### src/rtl/sync_pulse_gen.sv
`default_nettype none
// ============================================================================
// Module   : sync_pulse_gen
// Brief    : Programmable one-shot / continuous sync pulse generator.
// Revision : 1.0
// ============================================================================
module sync_pulse_gen #(
  parameter int PERIOD_W = 32,
  parameter int WIDTH_W  = 16,
  parameter bit OUT_IDLE = 1'b0
) (
  input  logic                clk,
  input  logic                reset,
  input  logic                start,
  input  logic                stop,
  input  logic                mode,
  input  logic [PERIOD_W-1:0] delay,
  input  logic [PERIOD_W-1:0] period,
  input  logic [WIDTH_W-1:0]  width,
  output logic                out,
  output logic                ris,
  output logic                fal,
  output logic                busy,
  output logic [15:0]         pulse_cnt
);

  // Wide enough for both the period and width + 1.
  localparam int CW = (PERIOD_W > WIDTH_W) ? PERIOD_W : WIDTH_W + 1;

  typedef enum logic [1:0] {
    S_IDLE     = 2'd0,
    S_DELAY    = 2'd1,
    S_ACTIVE   = 2'd2,
    S_INACTIVE = 2'd3
  } state_t;

  state_t        r_state, w_state;
  logic [CW-1:0] r_cnt, w_cnt;
  logic [CW-1:0] r_we, r_inact;
  logic          r_mode;
  logic          r_out, r_ris, r_fal, r_busy;
  logic [15:0]   r_pulse_cnt;

  logic [CW-1:0] w_we, w_period, w_pe, w_inact;
  logic          w_latch, w_act, w_ris, w_fal, w_busy;
  logic [15:0]   w_pulse_cnt, w_pulse_inc;

  always_comb begin
    w_we     = (width == '0) ? CW'(1) : CW'(width);
    w_period = CW'(period);
    w_pe     = (w_period > w_we) ? w_period : w_we + CW'(1);
    w_inact  = w_pe - w_we;
  end

  assign w_pulse_inc = (r_pulse_cnt == 16'hFFFF) ? r_pulse_cnt : r_pulse_cnt + 16'd1;

  always_comb begin
    w_state     = r_state;
    w_cnt       = r_cnt;
    w_latch     = 1'b0;
    w_act       = 1'b0;
    w_ris       = 1'b0;
    w_fal       = 1'b0;
    w_busy      = 1'b1;
    w_pulse_cnt = r_pulse_cnt;
    case (r_state)
      S_IDLE: begin
        w_busy = 1'b0;
        if (start && !stop) begin
          w_latch     = 1'b1;
          w_busy      = 1'b1;
          w_pulse_cnt = 16'd0;
          if (delay == '0) begin
            w_state     = S_ACTIVE;
            w_cnt       = w_we - CW'(1);
            w_act       = 1'b1;
            w_ris       = 1'b1;
            w_pulse_cnt = 16'd1;
          end else begin
            w_state = S_DELAY;
            w_cnt   = CW'(delay) - CW'(1);
          end
        end
      end
      S_DELAY, S_INACTIVE: begin
        if (r_cnt == '0) begin
          w_state     = S_ACTIVE;
          w_cnt       = r_we - CW'(1);
          w_act       = 1'b1;
          w_ris       = 1'b1;
          w_pulse_cnt = w_pulse_inc;
        end else begin
          w_cnt = r_cnt - CW'(1);
        end
      end
      S_ACTIVE: begin
        if (r_cnt == '0) begin
          w_fal = 1'b1;
          if (r_mode) begin
            w_state = S_INACTIVE;
            w_cnt   = r_inact - CW'(1);
          end else begin
            w_state = S_IDLE;
            w_busy  = 1'b0;
          end
        end else begin
          w_act = 1'b1;
          w_cnt = r_cnt - CW'(1);
        end
      end
      default: w_state = S_IDLE;
    endcase

    // Abort: fal only when the pulse was actually being driven.
    if (stop && (r_state != S_IDLE)) begin
      w_state     = S_IDLE;
      w_cnt       = '0;
      w_act       = 1'b0;
      w_ris       = 1'b0;
      w_fal       = (r_state == S_ACTIVE);
      w_busy      = 1'b0;
      w_pulse_cnt = r_pulse_cnt;
    end
  end

  always_ff @(posedge clk) begin
    if (reset) begin
      r_state     <= S_IDLE;
      r_cnt       <= '0;
      r_we        <= '0;
      r_inact     <= '0;
      r_mode      <= 1'b0;
      r_out       <= OUT_IDLE;
      r_ris       <= 1'b0;
      r_fal       <= 1'b0;
      r_busy      <= 1'b0;
      r_pulse_cnt <= 16'd0;
    end else begin
      r_state     <= w_state;
      r_cnt       <= w_cnt;
      r_out       <= w_act ? ~OUT_IDLE : OUT_IDLE;
      r_ris       <= w_ris;
      r_fal       <= w_fal;
      r_busy      <= w_busy;
      r_pulse_cnt <= w_pulse_cnt;
      if (w_latch) begin
        r_we    <= w_we;
        r_inact <= w_inact;
        r_mode  <= mode;
      end
    end
  end

  assign out       = r_out;
  assign ris       = r_ris;
  assign fal       = r_fal;
  assign busy      = r_busy;
  assign pulse_cnt = r_pulse_cnt;

endmodule
`default_nettype wire

### config.mk
export PLATFORM = sky130hd
export DESIGN_NAME = sync_pulse_gen
export DESIGN_NICKNAME = d
export VERILOG_FILES = /design/src/rtl/sync_pulse_gen.sv
export SDC_FILE = /design/constraint.sdc
export NUM_CORES = 1
export LEC_CHECK = 0
export ABC_AREA = 1
export BUFFER_PORTS_ARGS = -buffer_cell sky130_fd_sc_hd__buf_2
export CELL_PAD_IN_SITES_DETAIL_PLACEMENT = 0
export CELL_PAD_IN_SITES_GLOBAL_PLACEMENT = 1
export CORE_ASPECT_RATIO = 1.5
export CORE_MARGIN = 1.5
export CORE_UTILIZATION = 35
export DETAILED_ROUTE_END_ITERATION = 6
export HOLD_SLACK_MARGIN = 0.03
export MAX_ROUTING_LAYER = met4
export PLACE_DENSITY = 0.67
export SLEW_MARGIN = 20
export SYNTH_ARGS = -nofsm -noshare
export SYNTH_HDL_FRONTEND = slang
export SYNTH_SLANG_ARGS = --single-unit
export TNS_END_PERCENT = 10
### constraint.sdc
create_clock -name clk -period 5.3 [get_ports clk]
set_input_delay 0.53 -clock clk [delete_from_list [all_inputs] [get_ports clk]]
set_output_delay 0.53 -clock clk [all_outputs]
set_load 0.03 [all_outputs]
# Word level (Yosys, flattened, before mapping)
# Cells that the tools add are included.
# word_totals
ff_bits,119
input_bits,85
output_inout_bits,20
word_cells,77
# classes
n_addsub,8
order_cmp,1
n_eq_ne,9
muxes,34
bitwise_logic,1
reduce_logical,14
# ops
cell,count
2-to-1 mux 32 bit,6
"subtractor 32 x 1 -> 32 bit, second input constant",4
case mux 32 bit (3 select lines),1
zero test 32 bit,2
2-to-1 mux 16 bit,4
greater-than comparator 32 x 16 -> 1 bit,1
case mux 16 bit (2 select lines),1
subtractor 32 x 16 -> 32 bit,1
"adder 16 x 1 -> 17 bit, second input constant",1
"subtractor 16 x 1 -> 17 bit, second input constant",1
"adder 16 x 1 -> 16 bit, second input constant",1
"equality test 16 bit, second input constant",1
zero test 16 bit,1
2-to-1 mux 1 bit,13
2-to-1 mux 2 bit,5
"!= test 2 bit, second input constant",4
case mux 2 bit (3 select lines),1
AND reduction 5 bit,1
"equality test 2 bit, second input constant",2
case mux 1 bit (2 select lines),2
nonzero test 2 bit,2
OR reduction 2 bit,2
"!= test 3 bit, second input constant",1
case mux 1 bit (3 select lines),1
other kinds (7),8

# Logic depth before layout (Yosys ltp)
# Gate-level depths: netlist (run 1).
# logic_depth
depth_word,6
ltp_mapped,30
mapped_depth_nobuf,28

# Worst setup path before layout (run 1)
# No wires, ideal clock.
# synth_timing
path_kind,in2reg
startpoint,input width[10]
endpoint,register r_inact[20]
setup_time_ns,0.115
arrival_time_ns,3.988
required_ns,5.185
path_slack_ns,1.196
cell_stages,24
path_buffers,2
path_cell_list,buf_2 nor2_1 nand2_1 nor2_1 a21o_1 ha_1 nand2_1 nor3_1 nand3_1 nand2_1 inv_1 clkbuf_1 o21ai_0 ha_1 a21oi_1 o21ai_0 a21oi_1 o21ai_0 a21oi_1 nand2_1 nand2_1 nand2_1 o21ai_0 inv_1
# synth_between
elab_chain_cells,5
elab_cells_between_ends,6
cone_classes,add/sub (2); order compare (1); mux (2); reduce/logical (1)
# synth_rtl
element,line,rtl
"start, declared",19,"input logic [WIDTH_W-1:0] width,"
zero test 16 bit *,49,w_we = (width == '0) ? CW'(1) : CW'(width);
2-to-1 mux 16 bit *,49,
named net w_we[0],44,"logic [CW-1:0] w_we, w_period, w_pe, w_inact;"
greater-than comparator 32 x 16 -> 1 bit / adder 16 x 1 -> 17 bit (equally long branches),51,w_pe = (w_period > w_we) ? w_period : w_we + CW'(1);
2-to-1 mux 32 bit,51,
subtractor 32 x 16 -> 32 bit *,52,w_inact = w_pe - w_we;
"end signal, assigned",148,r_inact <= w_inact;
"end, declared",39,"logic [CW-1:0] r_we, r_inact;"
# The timed path passes the listed nets; every way through them passes the cells marked *.
# A chain may end at the register's enable or synchronous reset.

# Worst setup path in the final report (run 1)
# layout_timing
startpoint,input width[8]
endpoint,register r_inact[26]
# Same word-level chain as after synthesis.

==> impl_metrics.json, run 1 <==
{
  "highest_layer": "met4",
  "rrSetupSlack_ps": 1760,
  "yosysUniqueCellTypes": 50,
  "areaGrowthSynthToFinish_pct": 12.3,
  "cts_htree_levels": 3,
  "drv_slew": 0,
  "drive_gt1_share_pct": 10.3,
  "synth_area_leaders": "dfxtp_1 (21%), nand2_1 (13%), nor2_1 (11%)",
  "slowest_stage": "nand4_1",
  "min_period_over_period_pct": 88.1,
  "grt_pass1_wl_mm": 59.8,
  "cts_buffer_depth": 2,
  "synth_top_area_share_pct": 21.0,
  "slowest_delay_ps": 420,
  "fp.dieW_um": 140,
  "dpl.hpwl_mm": 30.9,
  "rsz0062_at_grt": "false",
  "finalSetupViolations": 0,
  "hold_ws_ps": 478,
  "detail-route-antenna-nets": 0,
  "vias": 11109,
  "grt.overflow.total": 0,
  "holdPathEnd": "r_mode$_SDFFE_PP0P_",
  "rr_endpoint": "r_cnt[8]$_SDFFE_PP0P_",
  "path_common_cell": "nand2_1",
  "r2r_cells": 8,
  "post_cts_buffers": 0,
  "wl_per_cell_um": 18.6,
  "dr_wl_met3_mm": 1.07,
  "clkTransAtPathRegs_ps": 70,
  "cts_inserted_buffers": 9,
  "grt_pass1_vias": 10699,
  "cts_resized": 0,
  "ys.flop_type": "dfxtp_1",
  "crit_type": "in2reg",
  "critPathLaunchType": "input pin",
  "drv_cap": 0,
  "p_per_area_nw_per_um2": 239,
  "required_ps": 5550,
  "initial_core_util_pct": 35.8,
  "dr.pass1.iters": 7,
  "place.port_buffers": 104,
  "synth_commonest_cells": "nand2_1 (330), nor2_1 (280), inv_1 (180)",
  "tightest_slew_ps": 1010,
  "cp.arrival_ps": 4920,
  "dr.first_iter.drc_count": 720,
  "cts-root-buf": "clkbuf_16",
  "p_leak_uw": 0.00497,
  "die-area_sq_um": 29000,
  "yosys_warnings": 0,
  "whs_path_depth": 3,
  "drt-total-wl_mm": 38.4,
  "io_pins": 105,
  "core-area_sq_um": 27400,
  "end_kind": "flip-flop",
  "synth.most_common_cell": "nand2_1",
  "crit_family": "simple AND/OR/NAND/NOR gates",
  "status": "finished with violations",
  "route.met2.wl_mm": 20.0,
  "maxSlewHeadroom_pct": 32.5,
  "grt_max_degree": 41,
  "worst_hold_path_type": "in2reg",
  "clock-sinks": 103,
  "violations": "design-rule violations",
  "avgSynthCellArea_sq_um": 6.02,
  "worstHoldStart": "mode",
  "synth-seq-cells": 103,
  "synthArstFlopShare_pct": 0,
  "fmax_ghz": 0.214,
  "synth.yosys.seq_area_share_pct": 21.0,
  "diodes": 0,
  "antenna_found_initial": 0,
  "setup_tns_ps": 0,
  "fp.dieH_um": 208,
  "clkLatencyLatePin_ps": 360,
  "synth-edff-count": 0,
  "place.gp.congestion": 0.950,
  "holdBufCountCts": 0,
  "drcViolationCount": 1,
  "cts_tree": "done",
  "wl_met1_mm": 15.5,
  "nFillCells": 3106,
  "post-synth-top-area-cell": "dfxtp_1",
  "syn_nets": 1754,
  "fin_skew_ps": 8.62,
  "reg2reg_from": "r_state[0]$_SDFFE_PP0P_",
  "rows": 74,
  "ir_drop_mv": 0.146,
  "layout.nets": 1843,
  "worst-path-buf-inv": 4,
  "synth_area_sq_um": 9800,
  "period_needed_ps": 4670,
  "viasPerCell": 5.38,
  "synth_cells": 1629,
  "track_usage_pct": 27.1,
  "hold_viol": 0,
  "path_max_fanout": 15
}
-- power breakdown --
part / internal (uW) / switching, uW
combinational: 322 / 675
sequential: 839 / 74.8
clock: 395 / 327
-- area by class of cell --
| class | instances | area (sq um) | share of cell area (%) |
|---|---|---|---|
| Tap cell | 342 | 428 | 3.89 |
| Clock buffer | 12 | 256 | 2.33 |
| Clock inverter | 4 | 51.3 | 0.466 |
| Inverter | 189 | 709 | 6.45 |
| Sequential cell | 103 | 2060 | 18.7 |
| Multi-Input combinational cell | 1293 | 6840 | 62.2 |
| Timing Repair Buffer | 122 | 656 | 5.96 |
-- state kept, by name, summed over array words and instances, names as in the netlist --
| name | count |
|---|---|
| r_cnt | 32 |
| r_inact | 32 |
| pulse_cnt | 16 |
| r_we | 16 |
| r_state | 2 |
| busy | 1 |
| fal | 1 |
| out | 1 |
| r_mode | 1 |
| ris | 1 |
-- kinds of logic after synthesis --
kind of cell / Yosys count / share of synthesized area, %
buffers and inverters: 233 / 9.23
flip-flops: 103 / 21.0
adder cells (fa/ha/maj): 40 / 5.18
XOR/XNOR: 110 / 9.83
AO/OA/AOI/OAI: 299 / 17.3
AND/OR/NAND/NOR: 844 / 37.4
-- per-stage QoR --
step                instance area [sq um]  total power (uW)  utilization [%]  setup slack [ps]  std cells
floorplan                            9800              1600                -              1200       1629
global placement                    10700              1920             39.0               316       2049
detailed placement                  10700              1920             39.0               327       2049
CTS                                 11000              2640             40.1               679       2065
global route                        11000              2790             40.1              91.5       2065
finish                              11000              2630             40.1               630       2065
-- worst max path at each step --
stage / startpoint / end / slack, ps / cells after the start
4_1_cts: width[8] / r_inact[26]$_SDFFE_PP0P_ / 680 / 26
2_1_floorplan: width[10] / r_inact[20]$_SDFFE_PP0P_ / 1200 / 24
3_5_place_dp: width[8] / r_inact[26]$_SDFFE_PP0P_ / 330 / 26
6_report: width[8] / r_inact[26]$_SDFFE_PP0P_ / 630 / 26
5_1_grt: width[8] / r_inact[26]$_SDFFE_PP0P_ / 90 / 26
3_3_place_gp: width[8] / r_inact[26]$_SDFFE_PP0P_ / 320 / 26
-- tightest hold or removal path, stage by stage --
cell     delay, ps
buf_2           80
nand2_1         90
o21ai_0        100
-- routing by layer --
metal	global-route usage [%]	vias to the layer above
li1	-	5588
met3	2.16	87
met2	49.4	269
met4	12.1	0
met1	29.9	5165
met5	-	-
-- layout by cell type (no fill, tap or decap), types with 2 or more instances in the layout --
cell type	instances
xnor2_1	31
o31ai_1	3
or2_2	2
nor3_1	27
nor2_1	280
nand3_1	109
nor4_1	7
a22oi_1	5
o311ai_0	2
xor2_1	79
o221ai_1	6
nand4_1	52
nor3_2	3
ha_1	39
buf_2	104
o21ai_1	3
a31oi_1	13
and3_1	2
o22ai_1	21
nand3b_1	5
inv_2	9
nor2_4	5
nand2_2	6
dfxtp_1	103
nand2_1	330
a41oi_1	5
clkbuf_8	2
a21oi_1	102
o211ai_1	13
nor3b_1	2
nor2_2	7
buf_4	18
inv_1	180
o21bai_1	3
a21o_1	3
nand3_2	3
clkbuf_16	9
o21ai_0	113
Note: power is estimated with default switching activity, not from simulation.
==> run 2, diff against run 1 <==
--- a/config.mk
+++ b/config.mk
@@ -5,7 +5,6 @@
 export SDC_FILE = /design/constraint.sdc
 export NUM_CORES = 1
 export LEC_CHECK = 0
-export ABC_AREA = 1
 export BUFFER_PORTS_ARGS = -buffer_cell sky130_fd_sc_hd__buf_2
 export CELL_PAD_IN_SITES_DETAIL_PLACEMENT = 0
 export CELL_PAD_IN_SITES_GLOBAL_PLACEMENT = 1
@@ -15,7 +14,8 @@
 export DETAILED_ROUTE_END_ITERATION = 6
 export HOLD_SLACK_MARGIN = 0.03
 export MAX_ROUTING_LAYER = met4
-export PLACE_DENSITY = 0.67
+export PLACE_DENSITY = 0.65
+export SETUP_SLACK_MARGIN = 0.2
 export SLEW_MARGIN = 20
 export SYNTH_ARGS = -nofsm -noshare
 export SYNTH_HDL_FRONTEND = slang
==> run 2 against run 1 <==
Against the previous run: the flow finishes with violations (negative setup slack); highest routed layer unchanged; non-clock buffer count rose by 111; critical endpoint is now r_inact[19]$_SDFFE_PP0P_; die area fell by 11%; global-route usage fell by 3.4 points; clock skew fell by 0.63 ps; critical path depth fell by 6.
==> impl_metrics.json, run 2 <==
{
  "vias": 9179,
  "diodes": 0,
  "dr.pass1.iters": 5,
  "fp.dieH_um": 197,
  "layout_common_cells": "nand2_1 (138), buf_4 (124), nor2_1 (108), dfxtp_1 (103), buf_2 (103)",
  "yosys_warnings": 0,
  "hold_viol": 0,
  "grt.overflow.total": 0,
  "synth_top_area_share_pct": 23.6,
  "rr_endpoint": "r_cnt[21]$_SDFFE_PP0P_",
  "cp.arrival_ps": 5660,
  "setup_ws_ps": -80.5,
  "finalSetupViolations": 6,
  "detail-route-antenna-nets": 0,
  "reg2reg_from": "r_cnt[0]$_SDFFE_PP0P_",
  "p_switching_uw": 842,
  "p_per_area_nw_per_um2": 225,
  "die-area_sq_um": 25900,
  "clock-sinks": 103,
  "io_pins": 105,
  "clkTransAtPathRegs_ps": 70,
  "crit_start": "period[20]",
  "grt_pass1_wl_mm": 47.5,
  "swShare_pct": 34.3,
  "fmax_ghz": 0.186,
  "ys.flop_type": "dfxtp_1",
  "drt-total-wl_mm": 29.8,
  "r2r_cells": 10,
  "end_kind": "flip-flop",
  "antenna_found_initial": 0,
  "cts_tree": "done",
  "synth-edff-count": 0,
  "synth_area_sq_um": 8740,
  "fin_util_pct": 44.7,
  "synth.most_common_cell": "nand2_1",
  "wl_per_cell_um": 17.6,
  "p_leak_uw": 0.00427,
  "fp.dieW_um": 132,
  "crit_type": "in2reg",
  "layout.nets": 1494,
  "cts-root-buf": "clkbuf_16",
  "reg_top3": "r_cnt (32), r_inact (32)",
  "nFillCells": 2541,
  "grt_pass1_vias": 8802,
  "drive_gt1_share_pct": 23.1,
  "initial_core_util_pct": 35.8,
  "rows": 70,
  "place.gp.congestion": 0.871,
  "core-area_sq_um": 24400,
  "syn_nets": 1314,
  "dpl.hpwl_mm": 23.5,
  "synth-seq-cells": 103,
  "place.port_buffers": 104,
  "grt_max_degree": 66,
  "rrSetupSlack_ps": 1730,
  "dr_wl_met3_um": 857,
  "internal_power_uw": 1610,
  "areaGrowthSynthToFinish_pct": 25.0,
  "synth_commonest_cells": "nand2_1 (138), nor2_1 (108), dfxtp_1 (103)",
  "p_comb_share_pct": 34.3,
  "rsz0062_at_grt": "true",
  "cts_buffer_depth": 2,
  "cts_inserted_buffers": 9,
  "tightest_slew_ps": 804,
  "yosysUniqueCellTypes": 74,
  "dr.first_iter.drc_count": 559,
  "layout_commonest_cell": "nand2_1",
  "min_period_over_period_pct": 102,
  "hold_ws_ps": 434,
  "path_max_fanout": 6,
  "power_uw": 2450,
  "synth_cells": 1189,
  "drv_cap": 0,
  "critPathLaunchType": "input pin",
  "holdBufCountCts": 0,
  "track_usage_pct": 23.7,
  "period_needed_ps": 5380,
  "highest_layer": "met4",
  "violations": "negative setup slack",
  "post-synth-top-area-cell": "dfxtp_1",
  "synth_area_leaders": "dfxtp_1 (24%), xnor2_1 (9.2%), nand2_1 (5.9%)",
  "drv_slew": 0,
  "clockPowerShare_pct": 29.4,
  "synth.yosys.seq_area_share_pct": 23.6,
  "wl_met1_mm": 12.9,
  "fin_skew_ps": 7.99,
  "required_ps": 5580,
  "pwr-share-seq_pct": 36.3,
  "cts_htree_levels": 3,
  "drcViolationCount": 0,
  "maxSlewHeadroom_pct": 45.7,
  "worst_hold_path_type": "in2reg",
  "ir_drop_mv": 0.150,
  "viasPerCell": 5.41,
  "avgSynthCellArea_sq_um": 7.35,
  "status": "finished with violations",
  "clkLatencyLatePin_ps": 370,
  "crit_end": "r_inact[19]$_SDFFE_PP0P_",
  "route.met2.wl_mm": 15.4,
  "synthArstFlopShare_pct": 0
}
## run 2: changes by cell type in the layout (fill, tap and decap cells not counted), sizes merged, moves of 36 or more
cell   change
buf      +111
inv      -155
nand2    -198
nand3     -86
nor2     -184
o21ai     -36
or4       +37
xnor2     +61
xor2      -37
## run 2: what timing repair did
item,in CTS,in global routing
endpoints found under the hold margin,0,0
resized for setup,8,39
buffers inserted,5,3
pin swaps,5,19
gates cloned,0,0
endpoints found under the setup margin,18,20
## run 2: worst min path at each step
stage / startpoint / to / cells past startpoint
floorplan: r_we[15]$_SDFFE_PP0P_ / r_we[15]$_SDFFE_PP0P_ / 2
global placement: r_inact[12]$_SDFFE_PP0P_ / r_inact[12]$_SDFFE_PP0P_ / 2
detailed placement: r_inact[12]$_SDFFE_PP0P_ / r_inact[12]$_SDFFE_PP0P_ / 2
CTS: mode / r_mode$_SDFFE_PP0P_ / 3
global route: mode / r_mode$_SDFFE_PP0P_ / 3
finish: mode / r_mode$_SDFFE_PP0P_ / 3
## run 2: critical path, cell delays in order
cell,delay (ps)
buf_6,100
or4_4,520
or3_4,340
or3_4,340
or4_4,510
nor4_4,150
buf_6,170
nand3_4,70
buf_6,140
mux2_4,310
ha_4,210
nor2b_4,120
o31a_1,320
o311ai_2,320
nand4_1,200
and2_4,190
a21o_4,220
buf_4,140
or4_4,500
a311oi_2,250
## run 2: final cells by class
| class | instances | area [sq um] | share of cell area, % |
|---|---|---|---|
| timing repair buffer | 233 | 1520 | 13.9 |
| clock buffer | 10 | 229 | 2.10 |
| multi-input combinational | 986 | 6500 | 59.5 |
| clock inverter | 4 | 72.6 | 0.665 |
| tap | 324 | 405 | 3.71 |
| inverter | 36 | 135 | 1.24 |
| sequential | 103 | 2060 | 18.9 |
## run 2: logic make-up after synthesis
group                    Yosys count  share of synthesized area [%]
XOR/XNOR                         134                           13.4
flip-flops                       103                           23.6
buffers and inverters            100                           4.48
AND/OR/NAND/NOR                  487                           28.4
AO/OA/AOI/OAI                    319                           23.5
multiplexers                       6                          0.745
adder cells (fa/ha/maj)           40                           5.81
## run 2: routing by layer
layer,global-route usage [%],vias to the layer above
met5,-,-
met4,7.57,0
met3,2.11,36
met2,42.6,169
met1,27.8,4230
li1,-,4744
## run 2: power by group through the flow
| stage | combinational (uW) | clock [uW] | sequential [uW] |
|---|---|---|---|
| 6_report | 840 | 721 | 891 |
| 5_1_grt | 937 | 759 | 900 |
| 4_1_cts | 824 | 732 | 890 |
| 3_5_place_dp | 809 | 0 | 908 |
| 3_3_place_gp | 808 | 0 | 907 |
| 2_1_floorplan | 534 | 0 | 892 |
## run 2: stage by stage
| step | cell area (sq um) | setup TNS (ps) | std cells | setup WS, ps |
|---|---|---|---|---|
| after global routing | 10900 | -2620 | 1696 | -268 |
| after detailed placement | 10300 | -9820 | 1674 | -697 |
| final | 10900 | -380 | 1696 | -80.5 |
| after floorplan | 8760 | -2.32 | 1189 | -2.32 |
| after global placement | 10300 | -8490 | 1674 | -623 |
| after CTS | 10700 | -1900 | 1693 | -195 |
